## config.mk

```make
export PLATFORM = sky130hd
export DESIGN_NAME = saucer_scheduler
export DESIGN_NICKNAME = d
export VERILOG_FILES = /design/src/rtl/saucer_scheduler_pkg.sv /design/src/rtl/saucer_scheduler_pick.sv /design/src/rtl/saucer_scheduler.sv
export SDC_FILE = /design/constraint.sdc
export NUM_CORES = 1
export LEC_CHECK = 0
export BUFFER_PORTS_ARGS = -buffer_cell sky130_fd_sc_hd__buf_2
export CORE_UTILIZATION = 45
export DETAILED_ROUTE_END_ITERATION = 8
export PLACE_DENSITY = 0.7
export RECOVER_POWER = 50
export SYNTH_ARGS = -nofsm -noshare
export SYNTH_HDL_FRONTEND = slang
export SYNTH_SLANG_ARGS = --single-unit
```

## constraint.sdc

```tcl
create_clock -name clk -period 2.3 [get_ports clk]
set_input_delay 0.115 -clock clk [delete_from_list [all_inputs] [get_ports clk]]
set_output_delay 0.115 -clock clk [all_outputs]
set_load 0.01 [all_outputs]
```

## src/rtl/saucer_scheduler_pkg.sv

```systemverilog
`default_nettype none
// +--------------------------------------------------------------------+
// | Module : saucer_scheduler_pkg                                      |
// | Purpose: Shared types for the rescue-saucer scheduler: FSM state   |
// |          encoding, saucer slot index and a slot-to-mask helper.    |
// | Ports  : none (package)                                            |
// | Rev    : 1.0  initial release                                      |
// +--------------------------------------------------------------------+
package saucer_scheduler_pkg;

   localparam int unsigned NUM_SLOTS = 2;

   typedef enum logic [1:0] {
      ST_IDLE  = 2'd0,
      ST_ARMED = 2'd1,
      ST_RIDE  = 2'd2,
      ST_LAND  = 2'd3
   } state_e;

   // Slot 0 is the left saucer, slot 1 the right one.
   typedef logic slot_t;

   // One-hot mask for a slot index.
   function automatic logic [NUM_SLOTS-1:0] slot_mask(input slot_t s);
      slot_mask = (s == 1'b1) ? 2'b10 : 2'b01;
   endfunction

endpackage : saucer_scheduler_pkg
`default_nettype wire

```

## src/rtl/saucer_scheduler_pick.sv

```systemverilog
`default_nettype none
// +--------------------------------------------------------------------+
// | Module : saucer_pick                                               |
// | Purpose: Chooses which saucer Qbert boards: lowest set bit of      |
// |          (qb_on_sc & ~sc_used); slot 0 wins a tie.                 |
// | Ports  : qb_on_sc_i [1:0] - per-slot "Qbert on saucer"             |
// |          sc_used_i  [1:0] - consumed-saucer mask                   |
// |          valid_o          - at least one boardable saucer          |
// |          idx_o            - chosen slot (meaningful when valid_o)  |
// | Rev    : 1.0  initial release                                      |
// +--------------------------------------------------------------------+
module saucer_pick
   import saucer_scheduler_pkg::*;
(
   input  logic [1:0] qb_on_sc_i,
   input  logic [1:0] sc_used_i,
   output logic       valid_o,
   output slot_t      idx_o
);

   logic [1:0] w_cand;

   assign w_cand  = qb_on_sc_i & ~sc_used_i;
   assign valid_o = |w_cand;
   // With only two slots, slot 1 is chosen exactly when slot 0 is not a candidate.
   assign idx_o   = ~w_cand[0];

endmodule : saucer_pick
`default_nettype wire

```

## src/rtl/saucer_scheduler.sv

```systemverilog
`default_nettype none
// +--------------------------------------------------------------------+
// | Module : saucer_scheduler                                          |
// | Purpose: Runs the two rescue saucers of a level: arms the layers,  |
// |          boards Qbert, freezes his motion during the ride, waits   |
// |          a settle delay after arrival, then consumes the saucer.   |
// |          Includes a ride watchdog and pause/resume/restart.        |
// | Ports  : clk, reset (sync, active-low)                             |
// |          level_start, e_pause, e_resume, e_start, qbert_landed     |
// |          qb_on_sc[1:0], done_move_sc[1:0]  - from saucer layers    |
// |          enable_sc[1:0], mode_saucer[1:0]  - to saucer layers      |
// |          ride_active, ride_sel, qbert_freeze, ride_done,           |
// |          ride_abort, sc_used[1:0], all_used - all registered       |
// | Rev    : 1.0  initial release                                      |
// +--------------------------------------------------------------------+
module saucer_scheduler
   import saucer_scheduler_pkg::*;
#(
   parameter logic [31:0] LAND_CYCLES  = 32'd2_000_000,  // must be >= 1
   parameter logic [31:0] RIDE_TIMEOUT = 32'd50_000_000
) (
   input  logic       clk,
   input  logic       reset,
   input  logic       level_start,
   input  logic       e_pause,
   input  logic       e_resume,
   input  logic       e_start,
   input  logic       qbert_landed,
   input  logic [1:0] qb_on_sc,
   input  logic [1:0] done_move_sc,
   output logic [1:0] enable_sc,
   output logic [1:0] mode_saucer,
   output logic       ride_active,
   output logic       ride_sel,
   output logic       qbert_freeze,
   output logic       ride_done,
   output logic       ride_abort,
   output logic [1:0] sc_used,
   output logic       all_used
);

   state_e      state_q, state_d;
   logic        paused_q, paused_d;
   logic [31:0] cnt_q, cnt_d;
   logic [1:0]  enable_q, enable_d;
   logic [1:0]  mode_q, mode_d;
   logic [1:0]  used_q, used_d;
   logic        all_used_q, all_used_d;
   slot_t       sel_q, sel_d;
   logic        freeze_q, freeze_d;
   logic        active_q, active_d;
   logic        done_q, done_d;
   logic        abort_q, abort_d;

   logic        w_pick_valid;
   slot_t       w_pick_idx;

   saucer_pick u_pick (
      .qb_on_sc_i (qb_on_sc),
      .sc_used_i  (used_q),
      .valid_o    (w_pick_valid),
      .idx_o      (w_pick_idx)
   );

   always_comb begin
      state_d  = state_q;
      paused_d = paused_q;
      cnt_d    = cnt_q;
      enable_d = enable_q;
      mode_d   = mode_q;
      used_d   = used_q;
      sel_d    = sel_q;
      freeze_d = freeze_q;
      active_d = active_q;
      done_d   = 1'b0;
      abort_d  = 1'b0;

      if (paused_q) begin
         // Everything, including any pulse in flight, is held while paused.
         done_d  = done_q;
         abort_d = abort_q;
         if (e_start) begin
            state_d  = ST_IDLE;
            paused_d = 1'b0;
            cnt_d    = 32'd0;
            enable_d = 2'b00;
            mode_d   = 2'b00;
            used_d   = 2'b00;
            sel_d    = 1'b0;
            freeze_d = 1'b0;
            active_d = 1'b0;
            done_d   = 1'b0;
            abort_d  = 1'b0;
         end else if (e_resume && !e_pause) begin
            paused_d = 1'b0;
         end
      end else begin
         // The cycle that samples e_pause still advances; freezing starts after it.
         if (e_pause && (state_q != ST_IDLE)) begin
            paused_d = 1'b1;
         end

         if (level_start) begin
            // Fresh level (or restart): no ride_done for an interrupted ride.
            state_d  = ST_ARMED;
            cnt_d    = 32'd0;
            enable_d = 2'b11;
            mode_d   = 2'b00;
            used_d   = 2'b00;
            freeze_d = 1'b0;
            active_d = 1'b0;
         end else begin
            unique case (state_q)
               ST_IDLE: begin
               end

               ST_ARMED: begin
                  // Only a completed jump boards; a pass-over does not.
                  if (qbert_landed && w_pick_valid) begin
                     sel_d    = w_pick_idx;
                     mode_d   = slot_mask(w_pick_idx);
                     freeze_d = 1'b1;
                     active_d = 1'b1;
                     cnt_d    = 32'd0;
                     state_d  = ST_RIDE;
                  end
               end

               ST_RIDE: begin
                  cnt_d = cnt_q + 32'd1;
                  if (done_move_sc[sel_q]) begin
                     cnt_d   = 32'd0;
                     state_d = ST_LAND;
                  end else if (cnt_q == (RIDE_TIMEOUT - 32'd1)) begin
                     abort_d  = 1'b1;
                     used_d   = used_q | slot_mask(sel_q);
                     enable_d = enable_q & ~slot_mask(sel_q);
                     mode_d   = 2'b00;
                     freeze_d = 1'b0;
                     active_d = 1'b0;
                     cnt_d    = 32'd0;
                     state_d  = ST_ARMED;
                  end
               end

               ST_LAND: begin
                  cnt_d = cnt_q + 32'd1;
                  if (cnt_q == (LAND_CYCLES - 32'd1)) begin
                     done_d   = 1'b1;
                     used_d   = used_q | slot_mask(sel_q);
                     enable_d = enable_q & ~slot_mask(sel_q);
                     mode_d   = 2'b00;
                     freeze_d = 1'b0;
                     active_d = 1'b0;
                     cnt_d    = 32'd0;
                     state_d  = ST_ARMED;
                  end
               end

               default: state_d = ST_IDLE;
            endcase
         end
      end

      all_used_d = (used_d == 2'b11);
   end

   always_ff @(posedge clk) begin
      if (!reset) begin
         state_q    <= ST_IDLE;
         paused_q   <= 1'b0;
         cnt_q      <= 32'd0;
         enable_q   <= 2'b00;
         mode_q     <= 2'b00;
         used_q     <= 2'b00;
         all_used_q <= 1'b0;
         sel_q      <= 1'b0;
         freeze_q   <= 1'b0;
         active_q   <= 1'b0;
         done_q     <= 1'b0;
         abort_q    <= 1'b0;
      end else begin
         state_q    <= state_d;
         paused_q   <= paused_d;
         cnt_q      <= cnt_d;
         enable_q   <= enable_d;
         mode_q     <= mode_d;
         used_q     <= used_d;
         all_used_q <= all_used_d;
         sel_q      <= sel_d;
         freeze_q   <= freeze_d;
         active_q   <= active_d;
         done_q     <= done_d;
         abort_q    <= abort_d;
      end
   end

   assign enable_sc    = enable_q;
   assign mode_saucer  = mode_q;
   assign ride_active  = active_q;
   assign ride_sel     = sel_q;
   assign qbert_freeze = freeze_q;
   assign ride_done    = done_q;
   assign ride_abort   = abort_q;
   assign sc_used      = used_q;
   assign all_used     = all_used_q;

endmodule : saucer_scheduler
`default_nettype wire
```

== After elaboration in Yosys (flattened, before gate mapping) ==
Index checks and enable logic that the tools add are counted.

* Bits in registers: 46
* Bits of input ports: 11
* Output and inout bits: 12
* Word-level logic and storage cells: 112

* Add/sub/neg operators: 1
* $lt $le $gt $ge: 1
* Equal/unequal tests: 13
* Muxes and demuxes: 65
* Bitwise logic cells: 6
* Reduce and logical (&&, ||, !) cells: 15

{| class="wikitable"
|+ Operator list
! kind !! count
|-
| two-way mux 32 bit || 7
|-
| one-hot mux 32 bit (3 select lines) || 1
|-
| two-way mux 2 bit || 26
|-
| adder 32 x 1 -> 32 bit, second input constant || 1
|-
| equality test 32 x 21 -> 1 bit, second input constant || 1
|-
| equality test 32 x 26 -> 1 bit, second input constant || 1
|-
| two-way mux 1 bit || 26
|-
| != test 4 bit, second input constant || 4
|-
| one-hot mux 2 bit (3 select lines) || 2
|-
| AND reduction 5 bit || 2
|-
| one-hot mux 2 bit (2 select lines) || 2
|-
| equality test 2 bit, second input constant || 3
|-
| AND reduction 6 bit || 1
|-
| nonzero test 2 bit || 3
|-
| != test 5 bit, second input constant || 1
|-
| nonzero test 5 bit || 1
|-
| AND 2 bit || 2
|-
| NOT 2 bit || 2
|-
| AND reduction 4 bit || 1
|-
| nonzero test 4 bit || 1
|-
| logical AND 1 bit || 3
|-
| one-hot mux 1 bit (3 select lines) || 1
|-
| AND reduction 3 bit || 1
|-
| equality test 2 x 1 -> 1 bit, second input constant || 1
|-
| 7 further kinds || 7
|}

== Longest topological paths before layout ==
Gate-level depths: netlist of run 1.

* Word-level depth: 8
* Depth in mapped cells: 9
* Gate-level depth less buffers: 7

== Hierarchy ==
Synthesis of run 1 repeated with hierarchy kept, for this count alone.

* Cells, all modules: 305
* Area total of the unflattened synthesis: 2720.1 um2

{| class="wikitable"
|+ Modules (own cells, without submodules)
! module !! instances !! cells each !! area an instance (um2) !! seq. area each (um2)
|-
| saucer_scheduler || 1 || 302 || 2693.8 || 920.9
|-
| saucer_pick || 1 || 3 || 26.3 || 0.0
|}

== Worst setup path before layout of run 1 ==
OpenSTA, ideal clock, no wires.

* Kind: reg-to-reg
* Start: register cnt_q[25]
* End: register state_q[1]
* Setup time: 0.116 ns
* Arrival time: 2.403 ns
* Required time: 2.184 ns
* Slack: -0.219 ns
* Stages on the path, launching flop included: 8
* Path buffers: 1
* Period minus slack after synthesis: 2.519 ns
* Path through: dfxtp_1 or3b_1 or4b_4 nor4_4 o22ai_2 buf_6 or4b_1 o211a_1

* Longest elaborated chain between the ends: 3
* Elaborated cells between the ends (all ways): 5
* Those cells by class: 4 x eq/ne; 1 x reduce/logical

{| class="wikitable"
|+ RTL lines
! element !! line !! text
|-
| start, declared || saucer_scheduler.sv:44 || <nowiki>logic [31:0] cnt_q, cnt_d;</nowiki>
|-
| start signal, assigned || saucer_scheduler.sv:185 || <nowiki>cnt_q <= cnt_d;</nowiki>
|-
| equality test 32 x 26 -> 1 bit or equality test 32 x 21 -> 1 bit (tied branches) || saucer_scheduler.sv:134, saucer_scheduler.sv:148 ||
|-
| != test 5 bit (no line) or != test 4 bit (tied branches) || -- ||
|-
| AND reduction 5 bit (no line) (*) || -- ||
|-
| end signal, assigned || saucer_scheduler.sv:183 || <nowiki>state_q <= state_d;</nowiki>
|-
| end, declared || saucer_scheduler.sv:42 || <nowiki>state_e state_q, state_d;</nowiki>
|}

Every way passes the cells marked *; elsewhere a longest branch is shown, timed or not.
A chain may end at the register's enable or synchronous reset.

== Worst setup path after layout of run 1 ==
* Start: register cnt_q[23]
* End: register state_q[0]

Same word-level chain as after synthesis.

==> results.sh, run 1 <==
export IMPL_grt_overflow=0
export IMPL_mostFrequentLayoutCells="dfxtp_1, nor2_1, buf_4"
export IMPL_cap_violations=0
export IMPL_cts_sink_count=46
export IMPL_critPathMostFrequentCell="or4_1"
export IMPL_layout_commonest_cell="dfxtp_1"
export IMPL_max_freq_mhz=418
export IMPL_placeableCoreArea_um2=5110
export IMPL_postRouteAntennaNets=0
export IMPL_initial_core_util=0.469
export IMPL_cp_max_fo=6
export IMPL_violations="setup timing"
export IMPL_synth_seq_cells=46
export IMPL_drive_gt1_frac=0.188
export IMPL_drc=0
export IMPL_yosysTopAreaCellShare=0.384
export IMPL_routabilityCongestion=0.884
export IMPL_dieHeight_um=75.0
export IMPL_synth_cell_types=46
export IMPL_endpoint_kind="flop"
export IMPL_synth_area_leader_cell="dfxtp_1"
export IMPL_synth_edf_count=0
export IMPL_worstPathCellList="or4_1, or4_4, nor4_4, o22ai_2, buf_4, or4_1, a21boi_1"
export IMPL_critPathTopFamily="simple AND/OR/NAND/NOR gates"
export IMPL_setup_violations_final=33
export IMPL_setup_tns_ps=-2400
export IMPL_grt_first_pass_wirelength_mm=9.07
export IMPL_firstDrtPassIters=5
export IMPL_total_power_w=0.00185
export IMPL_synthCells=292
export IMPL_hpwl_mm=3.90
export IMPL_setup_slack_ps=-94.0
export IMPL_slew_headroom=0.558
export IMPL_cpMaxStageDelayCell="or4_4"
export IMPL_htree_levels=2
export IMPL_crit_buf_inv=1
export IMPL_hold_path_class="in -> reg"
export IMPL_finalNonFillerCells=405
export IMPL_ir_worst_vdd_uv=274
export IMPL_final_nets=346
export IMPL_cts_max_path_buffers=2
export IMPL_wl_per_cell_um=13.8
export IMPL_clock_skew_ps=11.1
export IMPL_postCtsHoldBufs=0
export IMPL_avgSynthCellArea_um2=8.21
export IMPL_tightest_slew_ps=660
export IMPL_p_per_area_nw_per_um2=634
export IMPL_drv_slew=0
export IMPL_syn_num_nets=304
export IMPL_first_iter_violations=104
export IMPL_post_cts_buffers=0
export IMPL_async_flop_share=0
export IMPL_antenna_found_initial=0
export IMPL_finalWirelength_mm=5.60
export IMPL_die_area_um2=5620
export IMPL_p_leak_nw=1.09
export IMPL_seq_area_frac_synth=0.384
export IMPL_max_stage_delay_ps=530
export IMPL_dieWidth_um=75.0
export IMPL_portBuffers=22
export IMPL_syn2layout_area_growth_pct=21.7
export IMPL_insertedDiodeCount=0
export IMPL_critPathLaunchType="flop"
export IMPL_cts_root_buffer="clkbuf_8"
export IMPL_dpl_instance_area_um2=2750
export IMPL_nFillCells=463
export IMPL_worstPathRequired_ps=2550
export IMPL_syn_area_um2=2400
export IMPL_ys_flop_type="dfxtp_1"
export IMPL_fin_crit_sh=1.04
export IMPL_grt_max_degree=30
export IMPL_io_pins=23
export IMPL_viasPerCell=5.44
export IMPL_cts_tree="built"
export IMPL_ys_warn_count=0
export IMPL_clkLatencyLatePin_ps=310
export IMPL_grt_pass1_vias=1916
export IMPL_cts_made_buffers=5
export IMPL_rsz0062_at_grt="yes"
export IMPL_vias=2203
export IMPL_rows=26
export IMPL_dpl_cell_count=396
export IMPL_ys_top_cells_by_area="dfxtp_1, nor2_1, xor2_1"
export IMPL_fin_area_um2=2920
export IMPL_hold_viol=0
export IMPL_worstSetupPathType="reg -> reg"
export IMPL_outcome="complete, but fails checks"
export IMPL_path_clk_slew_ps=90
export IMPL_cp_arrival_ps=2640
export IMPL_grtUsageTotal=0.212
export IMPL_min_period_ps=2390
[synthesized netlist by cell type (all sizes together) (3+ instances only)]
library cell	instances
nor2	39
nand2b	5
nand3	16
a21oi	10
and3	11
nor3	7
dfxtp	46
xnor2	10
o211a	3
mux2i	3
buf	5
a21boi	7
o21ai	13
clkbuf	11
nor4	8
and2	3
or4	4
inv	6
xor2	16
o22ai	4
or2	3
o211ai	4
nand2	22
nor2b	7
nand4	11
[kinds of logic (layout without fill, tap and decap cells)]
group / after synthesis / count (layout) / share of synthesized area
xor gates and xnor gates: 26 / 26 / 0.0950
buffers and inverters: 22 / 65 / 0.0402
and+or+nand+nor: 149 / 149 / 0.343
muxes: 3 / 3 / 0.0125
DFF: 46 / 46 / 0.384
AOI/OAI and AO/OA: 45 / 45 / 0.120
adders and majority gates: 1 / 1 / 0.00522
[per-stage QoR]
step | utilization | setup slack [ps] | hold slack [ps]
detailed placement | 0.538 | -75.1 | 423
CTS | 0.566 | -81.4 | 96.4
floorplan | - | -156 | 292
global route | 0.571 | -181 | 131
global placement | 0.538 | -36.4 | 414
finish | 0.571 | -94.0 | 98.4
[final timing paths]
check / slack (ps) / end / startpoint / cells past startpoint
worst max-delay path: -90 / state_q[0] / cnt_q[23] / 7
worst min-delay path: 100 / paused_q / e_pause / 3
worst max register to register: -90 / state_q[0] / cnt_q[23] / 7
worst min register to register: 470 / ride_done / ride_done / 2
[tightest hold or removal path, stage by stage]
cell and delay (ps):
buf_2 100, o211ai_1 70, a21boi_0 80
[layer usage]
metal / GRT usage / up-vias / part of all wire
met2: 0.337 / 40 / 0.46
met5: 0 / - / 0
li1: - / 1114 / -
met4: 0.0629 / 0 / 0.012
met1: 0.292 / 1040 / 0.49
met3: 0.0402 / 9 / 0.033
[registers in the layout, summed over array words and instances (netlist names)]
name,flops
state_q,2
ride_done,1
sc_used,2
ride_sel,1
paused_q,1
enable_sc,2
mode_saucer,2
all_used,1
ride_active,1
cnt_q,32
ride_abort,1
[repair_timing]
action                                  in CTS  in global routing
resized for setup                            0                  2
endpoints found under the setup margin      32                 37
gates cloned                                 0                  1
[final cells by class]
cell class	instances	area, µm²	area share
sequential	46	921	0.316
inverter	6	22.5	0.00772
tap	70	87.6	0.0300
clock inverter	2	60.1	0.0206
clock buffer	6	82.6	0.0283
multi-input combinational	224	1400	0.479
timing repair buffer	51	345	0.118
[power breakdown]
part / switching, W / total (W) / internal, W
combinational: 0.000151 / 0.000263 / 0.000112
clock: 0.000279 / 0.000742 / 0.000463
sequential: 0.0000229 / 0.000843 / 0.000820
Note: power is estimated with default switching activity, not from simulation.
==> run 2: changes to the inputs <==
--- a/config.mk
+++ b/config.mk
@@ -6,6 +6,7 @@
 export NUM_CORES = 1
 export LEC_CHECK = 0
 export BUFFER_PORTS_ARGS = -buffer_cell sky130_fd_sc_hd__buf_2
+export CORE_MARGIN = 2
 export CORE_UTILIZATION = 45
 export DETAILED_ROUTE_END_ITERATION = 8
 export PLACE_DENSITY = 0.7
==> run 2 against run 1 <==
  * The run still ends with setup timing left
  * Wire length down 2.1%
  * Cell count fell by 0.49%
  * Maximum frequency about the same
  * Register-to-register slack barely moved
  * Sequential cell count unchanged
  * Global-route usage shrank 1.6 points
  * Clock skew fell by 5.1 ps
  * Sequential share of layout area increased by 1.0 points
  * Worst setup slack gained 0.71 ps
  * Largest cell class unchanged
==> results.sh, run 2 (synthesis results as in run 1) <==
export IMPL_largest_reg_flops=32
export IMPL_dieHeight_um=77.0
export IMPL_grt_pass1_vias=2037
export IMPL_cts_tree="built"
export IMPL_dieWidth_um=77.0
export IMPL_finalNonFillerCells=403
export IMPL_clock_skew_ps=6.07
export IMPL_place_ws_ps=-76.2
export IMPL_hold_viol=0
export IMPL_postCtsHoldBufs=0
export IMPL_hold_path_class="in -> reg"
export IMPL_routabilityCongestion=0.890
export IMPL_outcome="complete, but fails checks"
export IMPL_critPathLaunchType="flop"
export IMPL_drive_gt1_frac=0.189
export IMPL_vias=2177
export IMPL_mostFrequentLayoutCells="dfxtp_1, nor2_1, buf_4"
export IMPL_first_iter_violations=167
export IMPL_final_nets=345
export IMPL_rsz0062_at_grt="yes"
export IMPL_worstPathRequired_ps=2540
export IMPL_p_leak_nw=1.05
export IMPL_endpoint_kind="flop"
export IMPL_violations="setup timing"
export IMPL_setup_violations_final=25
export IMPL_clkLatencyLatePin_ps=300
export IMPL_fin_crit_sh=1.04
export IMPL_max_freq_mhz=418
export IMPL_ir_worst_vdd_uv=252
export IMPL_path_clk_slew_ps=80
export IMPL_p_per_area_nw_per_um2=553
export IMPL_grt_overflow=0
export IMPL_cts_max_path_buffers=2
export IMPL_largest_register="cnt_q"
export IMPL_slew_headroom=0.591
export IMPL_grtUsageTotal=0.196
export IMPL_timing_hold_ws_ps=110
export IMPL_io_pins=23
export IMPL_cts_sink_count=46
export IMPL_rows=26
export IMPL_hpwl_mm=3.96
export IMPL_cp_arrival_ps=2630
export IMPL_drv_slew=0
export IMPL_firstDrtPassIters=4
export IMPL_dpl_cell_count=395
export IMPL_insertedDiodeCount=0
export IMPL_grt_first_pass_wirelength_mm=9.50
export IMPL_fin_util=0.555
export IMPL_htree_levels=2
export IMPL_viasPerCell=5.40
export IMPL_antenna_found_initial=0
export IMPL_cp_max_fo=5
export IMPL_syn2layout_area_growth_pct=18.3
export IMPL_die_area_um2=5920
export IMPL_cts_root_buffer="clkbuf_8"
export IMPL_min_period_ps=2390
export IMPL_portBuffers=22
export IMPL_layout_commonest_cell="dfxtp_1"
export IMPL_placeableCoreArea_um2=5110
export IMPL_finalWirelength_mm=5.48
export IMPL_postRouteAntennaNets=0
export IMPL_worstSetupPathType="reg -> reg"
export IMPL_wl_per_cell_um=13.6
export IMPL_setup_slack_ps=-93.3
export IMPL_grt_max_degree=23
export IMPL_cts_made_buffers=5
export IMPL_initial_core_util=0.469
export IMPL_tightest_slew_ps=611
export IMPL_cap_violations=0
export IMPL_drc=0
==> run 2: cell count changes in the layout (fill, tap and decap cells not counted), sizes merged <==
cell / delta
bufinv: -2
clkbuf: -1
buf: +1
==> run 2: timing repair <==
action | in CTS | in global routing
endpoints found under the hold margin | 0 | 0
resized for setup | 3 | 3
setup buffers | 1 | 0
endpoints found under the setup margin | 32 | 40
pin swaps | 1 | 0
==> run 2: report_power, final <==
group | internal [W] | total [W] | switching [W]
Combinational | 0.000106 | 0.000255 | 0.000149
Sequential | 0.000820 | 0.000844 | 0.0000236
Clock | 0.000210 | 0.000470 | 0.000261
==> run 2: final cells by class <==
class,instances,area (µm²)
Fill cell,505,2270
Multi-Input combinational cell,224,1400
Sequential cell,46,925
Timing Repair Buffer,50,325
Tap cell,70,87.6
Clock buffer,7,76.3
Inverter,6,22.5
==> run 2: per-layer routing <==
layer / global-route usage / share of wire
met1: 0.263 / 0.49
met2: 0.317 / 0.46
met3: 0.0412 / 0.041
met4: 0.0589 / 0.012
met5: 0 / 0
==> run 2: stage by stage <==
step	TNS (ps)	instance area (µm²)	power [W]
3_3_place_gp	-75.1	2740	0.00111
2_1_floorplan	-325	2400	0.00102
5_1_grt	-5320	2840	0.00164
3_5_place_dp	-807	2740	0.00111
6_report	-848	2840	0.00157
4_1_cts	-1920	2830	0.00158
==> run 2: worst paths after layout <==
check / startpoint / endpoint / slack [ps] / cells past startpoint
min reg2reg: ride_abort / ride_abort / 470 / 2
max reg2reg: cnt_q[12] / state_q[0] / -90 / 7
max: cnt_q[12] / state_q[0] / -90 / 7
min: e_pause / paused_q / 110 / 3
==> run 2: worst max-delay path, stage by stage, from the launching register on <==
cell and delay, ps:
dfxtp_2 320, or4_1 510, or4_4 520, nor4_4 190, o22ai_2 100, buf_4 170
or4_1 400, a21boi_1 120
